==> config.mk <==
export PLATFORM = sky130hd
export DESIGN_NAME = controle_multiciclo
export DESIGN_NICKNAME = d
export VERILOG_FILES = /design/src/rtl/controle_multiciclo.sv
export SDC_FILE = /design/constraint.sdc
export NUM_CORES = 1
export LEC_CHECK = 0
export CORE_MARGIN = 10
export CORE_UTILIZATION = 45
export CTS_CLUSTER_SIZE = 24
export DETAILED_ROUTE_END_ITERATION = 6
export PLACE_DENSITY_LB_ADDON = 0.08
export SLEW_MARGIN = 5
export SYNTH_ARGS = -nofsm -noshare
export SYNTH_HDL_FRONTEND = slang
export SYNTH_SLANG_ARGS = --single-unit
==> constraint.sdc <==
create_clock -name clock -period 1.85 [get_ports clock]
set_input_delay 0.37 -clock clock [delete_from_list [all_inputs] [get_ports clock]]
set_output_delay 0.37 -clock clock [all_outputs]
set_load 0.005 [all_outputs]
==> src/rtl/controle_multiciclo.sv <==
// Multicycle control FSM for the 8-bit processor: sequences fetch/decode/execute/memory/writeback
// over a shared ready-handshake memory, with wait-state timeout, resumable halt and retire counter.
module controle_multiciclo #(
  parameter int unsigned MEM_TIMEOUT = 15
) (
  input  logic       clock,
  input  logic       reset_n,
  input  logic [2:0] opcode,
  input  logic       Zero,
  input  logic       mem_pronto,
  input  logic       continuar,
  output logic       EscIR,
  output logic       EscPC,
  output logic       EscReg,
  output logic       EscMEM,
  output logic       LerMEM,
  output logic       Ji,
  output logic       Beqz,
  output logic [1:0] ULAOp,
  output logic [1:0] ULAFonte,
  output logic       EndFonte_MEM,
  output logic       FonteEscReg,
  output logic       RegFonte,
  output logic       STOP,
  output logic       erro,
  output logic [2:0] estado,
  output logic [7:0] instr_count
);

  // state   | meaning
  // INICIO  | post-reset idle, one cycle
  // BUSCA   | instruction fetch, waits for mem_pronto
  // DECOD   | latch opcode, dispatch
  // EXEC    | ULA operation / branch / jump
  // MEM     | data read or write, waits for mem_pronto
  // ESCRITA | register file writeback
  // PARADO  | halted until continuar
  // ERRO    | memory timeout, terminal until reset
  typedef enum logic [2:0] {
    INICIO  = 3'b000,
    BUSCA   = 3'b001,
    DECOD   = 3'b010,
    EXEC    = 3'b011,
    MEM     = 3'b100,
    ESCRITA = 3'b101,
    PARADO  = 3'b110,
    ERRO    = 3'b111
  } state_t;

  localparam logic [2:0] OP_ADD    = 3'b000;
  localparam logic [2:0] OP_COPY   = 3'b001;
  localparam logic [2:0] OP_READ   = 3'b010;
  localparam logic [2:0] OP_WRITE  = 3'b011;
  localparam logic [2:0] OP_IFZERO = 3'b100;
  localparam logic [2:0] OP_JUMP   = 3'b101;
  localparam logic [2:0] OP_SET    = 3'b110;
  localparam logic [2:0] OP_STOP   = 3'b111;

  localparam logic [7:0] TIMEOUT = 8'(MEM_TIMEOUT);

  state_t     state, state_next;
  logic [2:0] op_reg;
  logic [7:0] wait_cnt;
  logic       retire;
  logic       timed_out;

  // a ready arriving on the terminal count still completes the handshake
  assign timed_out = (wait_cnt == TIMEOUT) && !mem_pronto;
  assign estado    = state;

  always_ff @(posedge clock or negedge reset_n) begin
    if (!reset_n) begin
      state       <= INICIO;
      op_reg      <= 3'b000;
      wait_cnt    <= 8'd0;
      instr_count <= 8'd0;
    end else begin
      state <= state_next;
      if (state == DECOD) op_reg <= opcode;
      if (state_next != state) wait_cnt <= 8'd0;
      else if ((state == BUSCA || state == MEM) && !mem_pronto) wait_cnt <= wait_cnt + 8'd1;
      if (retire) instr_count <= instr_count + 8'd1;
    end
  end

  always_comb begin
    state_next   = state;
    retire       = 1'b0;
    EscIR        = 1'b0;
    EscPC        = 1'b0;
    EscReg       = 1'b0;
    EscMEM       = 1'b0;
    LerMEM       = 1'b0;
    Ji           = 1'b0;
    Beqz         = 1'b0;
    ULAOp        = 2'b00;
    ULAFonte     = 2'b10;
    EndFonte_MEM = 1'b0;
    FonteEscReg  = 1'b0;
    RegFonte     = 1'b0;
    STOP         = 1'b0;
    erro         = 1'b0;
    case (state)
      INICIO: state_next = BUSCA;
      BUSCA: begin
        LerMEM = 1'b1;
        if (mem_pronto) begin
          EscIR      = 1'b1;
          EscPC      = 1'b1;
          state_next = DECOD;
        end else if (timed_out) begin
          state_next = ERRO;
        end
      end
      DECOD: begin
        if (opcode == OP_STOP) begin
          retire     = 1'b1;
          state_next = PARADO;
        end else begin
          state_next = EXEC;
        end
      end
      EXEC: begin
        case (op_reg)
          OP_ADD:  state_next = ESCRITA;
          OP_COPY: begin
            ULAFonte   = 2'b01;
            state_next = ESCRITA;
          end
          OP_READ, OP_WRITE: begin
            ULAFonte     = 2'b00;
            EndFonte_MEM = 1'b1;
            state_next   = MEM;
          end
          OP_IFZERO: begin
            ULAOp      = 2'b01;
            ULAFonte   = 2'b01;
            Beqz       = 1'b1;
            EscPC      = Zero;
            retire     = 1'b1;
            state_next = BUSCA;
          end
          OP_JUMP: begin
            Ji         = 1'b1;
            EscPC      = 1'b1;
            retire     = 1'b1;
            state_next = BUSCA;
          end
          OP_SET: begin
            ULAFonte   = 2'b00;
            state_next = ESCRITA;
          end
          default: state_next = BUSCA;
        endcase
      end
      MEM: begin
        EndFonte_MEM = 1'b1;
        ULAFonte     = 2'b00;
        if (op_reg == OP_WRITE) EscMEM = 1'b1;
        else LerMEM = 1'b1;
        if (mem_pronto) begin
          if (op_reg == OP_WRITE) begin
            retire     = 1'b1;
            state_next = BUSCA;
          end else begin
            state_next = ESCRITA;
          end
        end else if (timed_out) begin
          state_next = ERRO;
        end
      end
      ESCRITA: begin
        EscReg      = 1'b1;
        FonteEscReg = (op_reg == OP_SET);
        RegFonte    = (op_reg == OP_READ);
        retire      = 1'b1;
        state_next  = BUSCA;
      end
      PARADO: begin
        STOP = 1'b1;
        if (continuar) state_next = BUSCA;
      end
      ERRO: erro = 1'b1;
      default: state_next = INICIO;
    endcase
  end

endmodule

* Yosys cells after proc, flatten, opt, wreduce, memory -nomap -nowiden
Cells that the tools add are included.
Cells by class: add/subtract/negate cells 2, equality and inequality tests 16, mux-type cells 37, reductions and logical operators 13
Operators with widths (number):
- 3-bit == test, second input constant | 8
- 1-bit 2-to-1 mux | 20
- 3-bit 2-to-1 mux | 6
- 3-bit case mux with 6 select lines | 1
- 8-bit by 1-bit adder with 8-bit output, second input constant | 2
- 8-bit 2-to-1 mux | 2
- 3-bit by 2-bit == test with 1-bit output, second input constant | 4
- 8-bit by 4-bit == test with 1-bit output, second input constant | 1
- 1-bit case mux with 2 select lines | 4
- 2-bit case mux with 2 select lines | 2
- 2-bit OR reduction | 4
- 3-bit by 1-bit == test with 1-bit output, second input constant | 2
- 3-bit logical NOT | 2
- 3-bit case mux with 2 select lines | 1
- 3-bit OR reduction | 2
- 1-bit case mux with 4 select lines | 1
- 3-bit != test | 1
- 1-bit logical AND | 2
- 2-bit nonzero test | 1
- 1-bit logical NOT | 1
- 1-bit logical OR | 1
Storage, ports and cells: register bits after elaboration 22, input bits 8, output and inout bits 27, word-level logic and storage cells 72

* Longest topological paths before layout
Gate-level depths: netlist (run 1).
word-level depth 7, depth in mapped cells 6, depth with buffers taken out 6

* Least setup slack after synthesis (run 1)
Ideal clock, no wire load.
kind reg-to-reg, from register wait_cnt[4], to register wait_cnt[0], library setup time 139 ps, arrival 1582 ps, data required time 1711 ps, setup slack 129 ps, cell stages (with the launch flop) 6, path buffers 0, period minus slack after synthesis 1721 ps, cells stage by stage dfrtp_1 or4_4 o21bai_4 a32oi_2 o22ai_4 nor3_2
On the way: word-level cells in the longest chain between the ends 7, elaborated cells on any way between the ends 9, those cells by class 2 x eq/ne; 5 x mux; 2 x reduce/logical
Ends and longest elaborated chain:
- start, declared | RTL line 63 | logic [7:0] wait_cnt;
- start signal, assigned | RTL line 81 | else if ((state == BUSCA || state == MEM) && !mem_pronto) wait_cnt <= wait_cnt + 8'd1;
- 8-bit by 4-bit == test with 1-bit output * | RTL line 68 | assign timed_out = (wait_cnt == TIMEOUT) && !mem_pronto;
- 1-bit logical AND * | RTL line 68
- 3-bit 2-to-1 mux * | RTL line 111, 168
- 3-bit 2-to-1 mux (on tied branches) | RTL line 161, 107
- 3-bit case mux with 6 select lines * | RTL line 103 | case (state)
- 3-bit != test * | RTL line 80 | if (state_next != state) wait_cnt <= 8'd0;
- 8-bit 2-to-1 mux / 2-bit nonzero test (equally long branches)
Every way passes the cells marked *; elsewhere a longest branch is shown, timed or not. A chain may end at the register's enable or synchronous reset.

* Worst setup path in the final report (run 1)
from register op_reg[2], to register instr_count[1]
On the way: word-level cells in the longest chain between the ends 4, elaborated cells on any way between the ends 8, those cells by class 3 x eq/ne; 4 x mux; 1 x reduce/logical
Ends and longest elaborated chain:
- start, declared | RTL line 62 | logic [2:0] op_reg;
- start signal, assigned | RTL line 79 | if (state == DECOD) op_reg <= opcode;
- 3-bit by 2-bit == test with 1-bit output / 3-bit == test (equally long branches) | RTL line 162, 124
- 1-bit 2-to-1 mux / 2-bit OR reduction (equally long branches)
- 1-bit 2-to-1 mux (on tied branches) | RTL line 161, 124
- 1-bit case mux with 4 select lines * | RTL line 103
- end signal, assigned | RTL line 82 | if (retire) instr_count <= instr_count + 8'd1;
- end, declared | RTL line 27 | output logic [7:0] instr_count
Marks and branches as above.

==> results of run 1 <==
-- Yosys cell counts (2+ instances only) --
cell type  number  share of area, %
ha_1            2               1.6
nor2b_1         2              0.80
dfrtp_1        22                35
buf_4           5               2.4
nand3_1         4               1.3
xnor2_1         7               3.9
nand4_1         6               2.4
nor4_2          3               2.4
nor3b_1         4               1.9
nor3_1          5               1.6
inv_1           5               1.2
xor2_1          9               5.0
and3_1          5               2.0
nand2b_1        2              0.80
o211ai_1        2              0.96
nor2_1          9               2.1
nand2_1        22               5.3
o21ai_0         2              0.64
mux2_2          3               2.1
nor3_2          8               5.1
nand4bb_1       2               1.4
buf_2           2              0.64
-- cells in the final DEF (no fill, tap or decap), types with 3 or more instances in the layout --
master and n:
nor2_1 7, nand2_1 19, buf_4 42, clkbuf_2 6
and3_1 4, xor2_1 8, nor3b_2 4, buf_6 18
dfrtp_1 19, clkdlybuf4s50_1 15, nor4_4 3, dfrtp_2 3
nor3_2 5, nor3_4 7, xnor2_1 7, nand4_1 6
mux2_2 3, buf_2 7, clkbuf_4 3, inv_1 4
-- metal layers --
| metal | part of all wire [%] | global-route usage, % | vias to the layer above |
|---|---|---|---|
| li1 | - | - | 759 |
| met1 | 41 | 18.6 | 825 |
| met2 | 50 | 26.5 | 71 |
| met3 | 5.6 | 4.39 | 18 |
| met4 | 3.2 | 2.51 | 0 |
| met5 | 0 | 0 | - |
-- worst min path at each step --
stage                         from        endpoint  slack, ps  cells after the start
detailed placement  instr_count[7]  instr_count[7]        480                      1
global placement    instr_count[7]  instr_count[7]        460                      1
global route               reset_n       estado[1]        390                      2
finish                     reset_n       estado[1]        370                      2
CTS                        reset_n       estado[1]        400                      2
floorplan                  reset_n       estado[0]         70                      0
-- power groups by stage --
stage                     logic, W  registers [W]  clock network [W]
after CTS                  0.00278       0.000778           0.000387
final                      0.00367       0.000811           0.000394
after detailed placement   0.00229       0.000803                  0
after floorplan            0.00124       0.000768                  0
after global placement     0.00225       0.000792                  0
after global routing       0.00386       0.000832           0.000414
-- stage by stage --
step                      area (µm²)  setup WS [ps]  std cells  total power, W
after floorplan                 1570            129        161         0.00200
after global placement          2160           -251        264         0.00304
after CTS                       2440           -127        285         0.00394
after global routing            2730           -168        297         0.00510
after detailed placement        2160           -286        264         0.00309
final                           2730           -111        297         0.00488
-- kinds of logic after synthesis --
logic type | Yosys count | share of synthesized area (%)
simple gates | 82 | 33.0
flops | 22 | 35.0
compound gates | 19 | 12.2
xor+xnor | 17 | 9.95
buf+inv | 14 | 5.18
mux | 4 | 2.87
fa+ha+maj | 2 | 1.59
other cells | 1 | 0.239
-- area by class of cell --
class	instances	area (µm²)	share of cell area [%]
Sequential cell	22	554	20.3
Clock buffer	3	22.5	0.826
Timing Repair Buffer	95	818	30.0
Tap cell	46	57.6	2.11
Multi-Input combinational cell	125	1220	44.9
Clock inverter	1	30.0	1.10
Inverter	5	18.8	0.689
-- repair_timing --
| item | in CTS | in global routing |
|---|---|---|
| pin swaps | 7 | 31 |
| cloned | 0 | 1 |
| buffers inserted | 18 | 14 |
| gates resized for setup | 64 | 64 |
| hold buffers | 0 | 0 |
| endpoints found under the setup margin | 25 | 30 |
| hold endpoints to repair | 0 | 0 |
==> flow_summary.toml, run 1 <==
[power_and_ir_drop]
clkPwrFrac_pct = 8.1
swShare_pct = 44.1
ir_drop_v = 0.00140
combPwrFrac_pct = 75.3
power.density_nw_per_um2 = 1790
p_int_w = 0.00273
power_switching_w = 0.00215
p_leak_nw = 1.23
power_frac_seq_pct = 16.6

[timing]
rsz0062_at_grt = "true"
hold_violations = 0
whs_ps = 367
fin_tns_setup_ps = -1490
slew_viol_final = 0
setup_viol = 21
worst_slack_ps = -111
fmax_ghz = 0.510
fin_crit_sh_pct = 106
skew_ps = 6.05
period_minus_slack_ps = 1960

[final_layout]
drive_above_1_share_pct = 53.8
fillers = 208
areaGrowthSynthToFinish_pct = 73.4
finish.utilization_pct = 81.0
top_regs = "instr_count (8), wait_cnt (8)"
fin_nets = 262
antenna_cells = 0

[floorplan]
core_area_um2 = 3360
die_area_um2 = 6260
start_util_pct = 46.7
die_h_um = 79.1
die_w_um = 79.1
row_count = 21
ios = 35

[synthesis]
synth_edf_count = 0
synth-seq-cells = 22
synth.avg_cell_area_um2 = 9.76
syn_nets = 171
netlist_instances = 161
synthFlopType = "dfrtp_1"
synthDistinctLibCells = 52
ys_seq_area_share_pct = 35.0
synth_area_um2 = 1570
synth-async-reset-ratio_pct = 100
yosysWarnings = 0

[global_route]
grt_pass1_wl_um = 7930
grt_overflow = 0
grt_pass1_vias = 1644
grt_max_degree = 23
antenna_found_initial = 0
grtUsageTotal_pct = 15.3

[clocking]
clk-insertion-delay-late_ps = 330
cts_root_buf = "clkbuf_4"
cts_max_level = 1
cts_made_buffers = 3
clkTransAtPathRegs_ps = 140
clock_path_buffers = 2
cts_tree = "done"
cts_sinks = 22

[detailed_routing]
drcViolationCount = 0
via_count = 1673
wire_per_inst_um = 19.6
viasPerCell = 5.63
antenna_left = 0
postRouteWirelength_um = 5810
first_pass_iters = 4
first_iter_violations = 170

[critical_path]
crit_type = "reg2reg"
arrival_ps = 2190
worstPathMaxFanout = 8
reg2reg_from = "op_reg[2]"
cp.buffers_inverters = 2
r2r_end = "instr_count[1]"
rrSetupSlack_ps = -110
worst_path_largest_cell_delay_ps = 440
cp_top_family = "simple AND/OR/NAND/NOR gates"
r2r_cells = 6
path_cells = "buf_6 > nand3b_1 > buf_6 > nand4b_1 > nand4_4 > mux2_4"
critPathCaptureType = "flop"
cp_common_cell = "buf_6"
cp.required_ps = 2080
cp.depth = 6
slowest_stage = "dfrtp_2"
cp-start-kind = "flop"
crit_path_end = "instr_count[1]"
setup.worst_path.start = "op_reg[2]"

[outcome]
status = "finished, violations left"
violations = "setup timing"

[worst_hold_path]
hp-class = "in2async"

[placement]
dp_hpwl_um = 3270
place_congestion = 0.852
io_buffers = 33

[run]
maxCapViolCount = 0
Power figures use the tool's default switching activity.
==> run 2, diff against run 1 <==
--- a/config.mk
+++ b/config.mk
@@ -10,6 +10,7 @@
 export CTS_CLUSTER_SIZE = 24
 export DETAILED_ROUTE_END_ITERATION = 6
 export PLACE_DENSITY_LB_ADDON = 0.08
+export SKIP_LAST_GASP = 1
 export SLEW_MARGIN = 5
 export SYNTH_ARGS = -nofsm -noshare
 export SYNTH_HDL_FRONTEND = slang
==> flow_summary.toml, run 2 (synthesis results as in run 1) <==
[detailed_routing]
first_iter_violations = 75
drcViolationCount = 0
postRouteWirelength_um = 5640
first_pass_iters = 4
via_count = 1590
viasPerCell = 5.35
wire_per_inst_um = 19.0
antenna_left = 0

[placement]
io_buffers = 33
placedCellCount = 264
place_congestion = 0.852
dp_hpwl_um = 3270

[final_layout]
areaGrowthSynthToFinish_pct = 71.4
final_common_cell = "buf_4"
final_cell_mix = "49 x buf_4, 19 x dfrtp_1, 18 x nand2_1, 16 x clkdlybuf4s50_1, 13 x buf_6"
drive_above_1_share_pct = 54.6
finalNonFillerCells = 297
fin_nets = 262
top_regs = "instr_count (8), wait_cnt (8)"
antenna_cells = 0

[outcome]
violations = "setup timing"
status = "finished, violations left"

[critical_path]
worst_path_largest_cell_delay_ps = 440
cp.required_ps = 2070
worstPathMaxFanout = 8
path_cells = "buf_6 > nand3b_1 > buf_6 > nand4b_1 > nand4_4 > mux2_4"
cp-start-kind = "flop"
cp_common_cell = "buf_6"
slowest_stage = "dfrtp_2"
arrival_ps = 2210
crit_type = "reg2reg"
cp.buffers_inverters = 2
critPathCaptureType = "flop"
cp_top_family = "simple AND/OR/NAND/NOR gates"

[power_and_ir_drop]
p_leak_nw = 1.20
ir_drop_v = 0.00104
power.density_nw_per_um2 = 1780

[worst_hold_path]
hp-class = "in2async"

[global_route]
grt_pass1_wl_um = 7700
grt_max_degree = 23
antenna_found_initial = 0
grtUsageTotal_pct = 15.0
grt_pass1_vias = 1608
grt_overflow = 0

[timing]
fmax_ghz = 0.502
hold_violations = 0
fin_tns_setup_ps = -1940
skew_ps = 13.3
period_minus_slack_ps = 1990
rsz0062_at_grt = "true"
worst_slack_ps = -142
fin_crit_sh_pct = 108
setup_viol = 23
slew_viol_final = 0

[floorplan]
core_area_um2 = 3360
die_h_um = 79.1
start_util_pct = 46.7
ios = 35
row_count = 21
die_w_um = 79.1
die_area_um2 = 6260

[clocking]
postCtsHoldBufs = 0
clock_path_buffers = 2
cts_sinks = 22
cts_root_buf = "clkbuf_4"
cts_made_buffers = 3
cts_tree = "done"
cts_max_level = 1
clkTransAtPathRegs_ps = 150
clk-insertion-delay-late_ps = 330

[run]
maxCapViolCount = 0
## run 2: cell count changes in the layout (fill, tap and decap cells not counted), moves of 2 or more
cell	previous run	this run
buf_6	18	13
buf_4	42	49
clkdlybuf4s15_1	2	0
clkbuf_2	6	8
nand2_2	2	4
buf_2	7	4
## run 2: power breakdown
part	internal, W	total (W)	switching [W]
combinational	0.00185	0.00360	0.00175
clock	0.000219	0.000395	0.000176
sequential	0.000624	0.000799	0.000175
## run 2: per-stage QoR
stage	hold WS (ps)	cell area (µm²)	setup WS (ps)	power [W]	util [%]
floorplan	74.4	1570	129	0.00200	-
CTS	398	2390	-153	0.00383	71.2
global route	385	2690	-219	0.00501	80.1
global placement	461	2160	-251	0.00304	64.1
detailed placement	482	2160	-286	0.00309	64.1
finish	367	2690	-142	0.00479	80.1
## run 2: layout make-up
type	count	area (µm²)
Sequential cell	22	554
Timing Repair Buffer	95	801
Inverter	5	18.8
Fill cell	213	669
Clock buffer	3	22.5
Tap cell	46	57.6
Clock inverter	1	30.0
Multi-Input combinational cell	125	1210
## run 2: per-layer routing
metal	vias to the layer above	share of wire [%]	GRT usage, %	wire length [µm]
met1	778	40	17.3	2250
met4	0	2.2	2.51	123
met2	46	53	26.2	2990
li1	756	-	-	-
met5	-	0	0	0
met3	10	5.0	5.29	279
## run 2: repair_timing
action	CTS	global route
buffers inserted	18	14
endpoints found under the setup margin	25	31
pin swaps	1	27
resized for setup	46	71
## run 2: path summary, 6_finish.rpt
check,from,endpoint,slack [ps],depth (start not counted)
worst max-delay path,op_reg[2],instr_count[1],-140,6
worst min-delay path,reset_n,estado[1],370,2
worst max register to register,op_reg[2],instr_count[1],-140,6
worst min register to register,instr_count[7],instr_count[7],490,1
max in group asynchronous,reset_n,op_reg[0],1230,2
min in group clock,instr_count[7],instr_count[7],490,1
## run 2: worst reg2reg max path, stage by stage, from the launching register on
cell      delay [ps]
dfrtp_2          440
buf_6            140
nand3b_1         290
buf_6            210
nand4b_1         280
nand4_4          210
mux2_4           320
==> run 3, diff against run 2 <==
--- a/config.mk
+++ b/config.mk
@@ -6,9 +6,10 @@
 export NUM_CORES = 1
 export LEC_CHECK = 0
 export CORE_MARGIN = 10
-export CORE_UTILIZATION = 45
+export CORE_UTILIZATION = 50
 export CTS_CLUSTER_SIZE = 24
 export DETAILED_ROUTE_END_ITERATION = 6
+export DONT_BUFFER_PORTS = 1
 export PLACE_DENSITY_LB_ADDON = 0.08
 export SKIP_LAST_GASP = 1
 export SLEW_MARGIN = 5
==> flow_summary.toml, run 3 (synthesis results as in run 1) <==
[outcome]
status = "finished clean"

[floorplan]
core_area_um2 = 3030
row_count = 20
die_h_um = 76.1
die_w_um = 76.1
die_area_um2 = 5790
start_util_pct = 51.9
ios = 35

[final_layout]
fin_nets = 200
fillers = 232
multi_input_area_um2 = 1110
top_regs = "instr_count (8), wait_cnt (8)"
antenna_cells = 0
drive_above_1_share_pct = 43.4
seqCellArea_um2 = 553
final_cell_mix = "22 x nand2_1, 22 x buf_4, 20 x dfrtp_1, 10 x nor3_2, 9 x xor2_1"
areaGrowthSynthToFinish_pct = 35.0

[critical_path]
crit_type = "reg2out"
setup.worst_path.start = "estado[2]"
reg2reg_from = "estado[2]"
r2r_cells = 8
critPathCaptureType = "output pin"
cp-start-kind = "flop"
arrival_ps = 1450
worstPathMaxFanout = 9
cp.required_ps = 1480

[clocking]
cts_sinks = 22
cts_made_buffers = 3
clk-insertion-delay-late_ps = 310
cts_max_level = 1
cts_tree = "done"
clock_path_buffers = 2
cts_root_buf = "clkbuf_4"
clkTransAtPathRegs_ps = 140

[worst_hold_path]
worstHoldStart = "opcode[0]"
min_path_cells = 2
hp-class = "in2reg"

[detailed_routing]
drcViolationCount = 0
wire_per_inst_um = 17.7
first_pass_iters = 4
viasPerCell = 5.69
postRouteWirelength_um = 4130
first_iter_violations = 97
via_count = 1326
antenna_left = 0

[timing]
maxSlewHeadroom_pct = 30.3
whs_ps = 179
skew_ps = 4.91
worst_slack_ps = 26.1
worst_pin_slew_ps = 1040
fin_crit_sh_pct = 98.6
setup_viol = 0
fmax_ghz = 0.548
hold_violations = 0
slew_viol_final = 0
period_minus_slack_ps = 1820
rsz0062_at_grt = "true"

[power_and_ir_drop]
clkPwrFrac_pct = 10.2
power_switching_w = 0.00165
power.density_nw_per_um2 = 1750
ir_drop_v = 0.000936
p_leak_nw = 0.889
p_int_w = 0.00207
combPwrFrac_pct = 68.4
swShare_pct = 44.4
power_frac_seq_pct = 21.4

[placement]
dp_hpwl_um = 2750
io_buffers = 0
place_congestion = 0.823
dp_slack_ps = 18.1

[global_route]
antenna_found_initial = 0
grt_pass1_vias = 1332
grt_pass1_wl_um = 6760
grt_overflow = 0
grt_max_degree = 23
grtUsageTotal_pct = 13.5

[run]
maxCapViolCount = 0
-- run 3: changes by cell type in the layout (fill, tap and decap cells not counted), moves of 5 or more --
cell             previous run  this run
buf_4                      49        22
clkdlybuf4s50_1            16         0
nor3_4                      6         1
buf_6                      13         6
clkbuf_2                    8         0
-- run 3: worst paths after layout --
check | endpoint | slack [ps]
hold / removal | op_reg[0] | 180
hold reg to reg | instr_count[7] | 520
max in group asynchronous | estado[0] | 490
min in group asynchronous | estado[1] | 670
setup / recovery | EscPC | 30
setup reg to reg | wait_cnt[6] | 60
-- run 3: layout make-up --
cell class / instances / area share (%)
inverter: 5 / 1.06
clock inverter: 1 / 1.42
tap: 44 / 2.60
clock buffer: 3 / 1.06
sequential: 22 / 26.1
multi-input combinational: 125 / 52.6
timing repair buffer: 33 / 15.2
-- run 3: power by group through the flow --
stage / Clock [W] / Combinational [W] / Sequential, W
after floorplan: 0 / 0.00124 / 0.000768
after global placement: 0 / 0.00166 / 0.000801
after detailed placement: 0 / 0.00168 / 0.000811
after CTS: 0.000394 / 0.00196 / 0.000797
after global routing: 0.000412 / 0.00273 / 0.000831
final: 0.000378 / 0.00254 / 0.000797
-- run 3: through the flow --
stage	instance area [µm²]	setup TNS [ps]	utilization [%]	total power (W)	std cells
after floorplan	1570	0	-	0.00200	161
after global placement	1710	0	56.4	0.00246	212
after detailed placement	1710	0	56.4	0.00249	212
after CTS	1890	-29.5	62.5	0.00315	222
after global routing	2120	-379	70.0	0.00397	233
final	2120	0	70.0	0.00372	233
-- run 3: timing repair --
item,in CTS,in global routing
buffers inserted,5,11
hold buffers,1,0
setup endpoints to repair,11,20
endpoints found under the hold margin,22,0
resized for setup,21,22
pin swaps,2,13
-- run 3: per-layer routing --
| layer | vias to the layer above | GRT usage (%) | part of all wire [%] |
|---|---|---|---|
| li1 | 637 | - | - |
| met1 | 660 | 17.1 | 42 |
| met2 | 27 | 22.4 | 51 |
| met3 | 2 | 3.66 | 7.0 |
| met4 | 0 | 2.79 | 0.29 |
| met5 | - | 0 | 0 |
-- run 3: worst max-delay path, cell delays in order (launching register included) --
cell and delay [ps]:
dfrtp_1 430, buf_12 150, and2b_2 270, nand3_4 120, o21ai_2 170
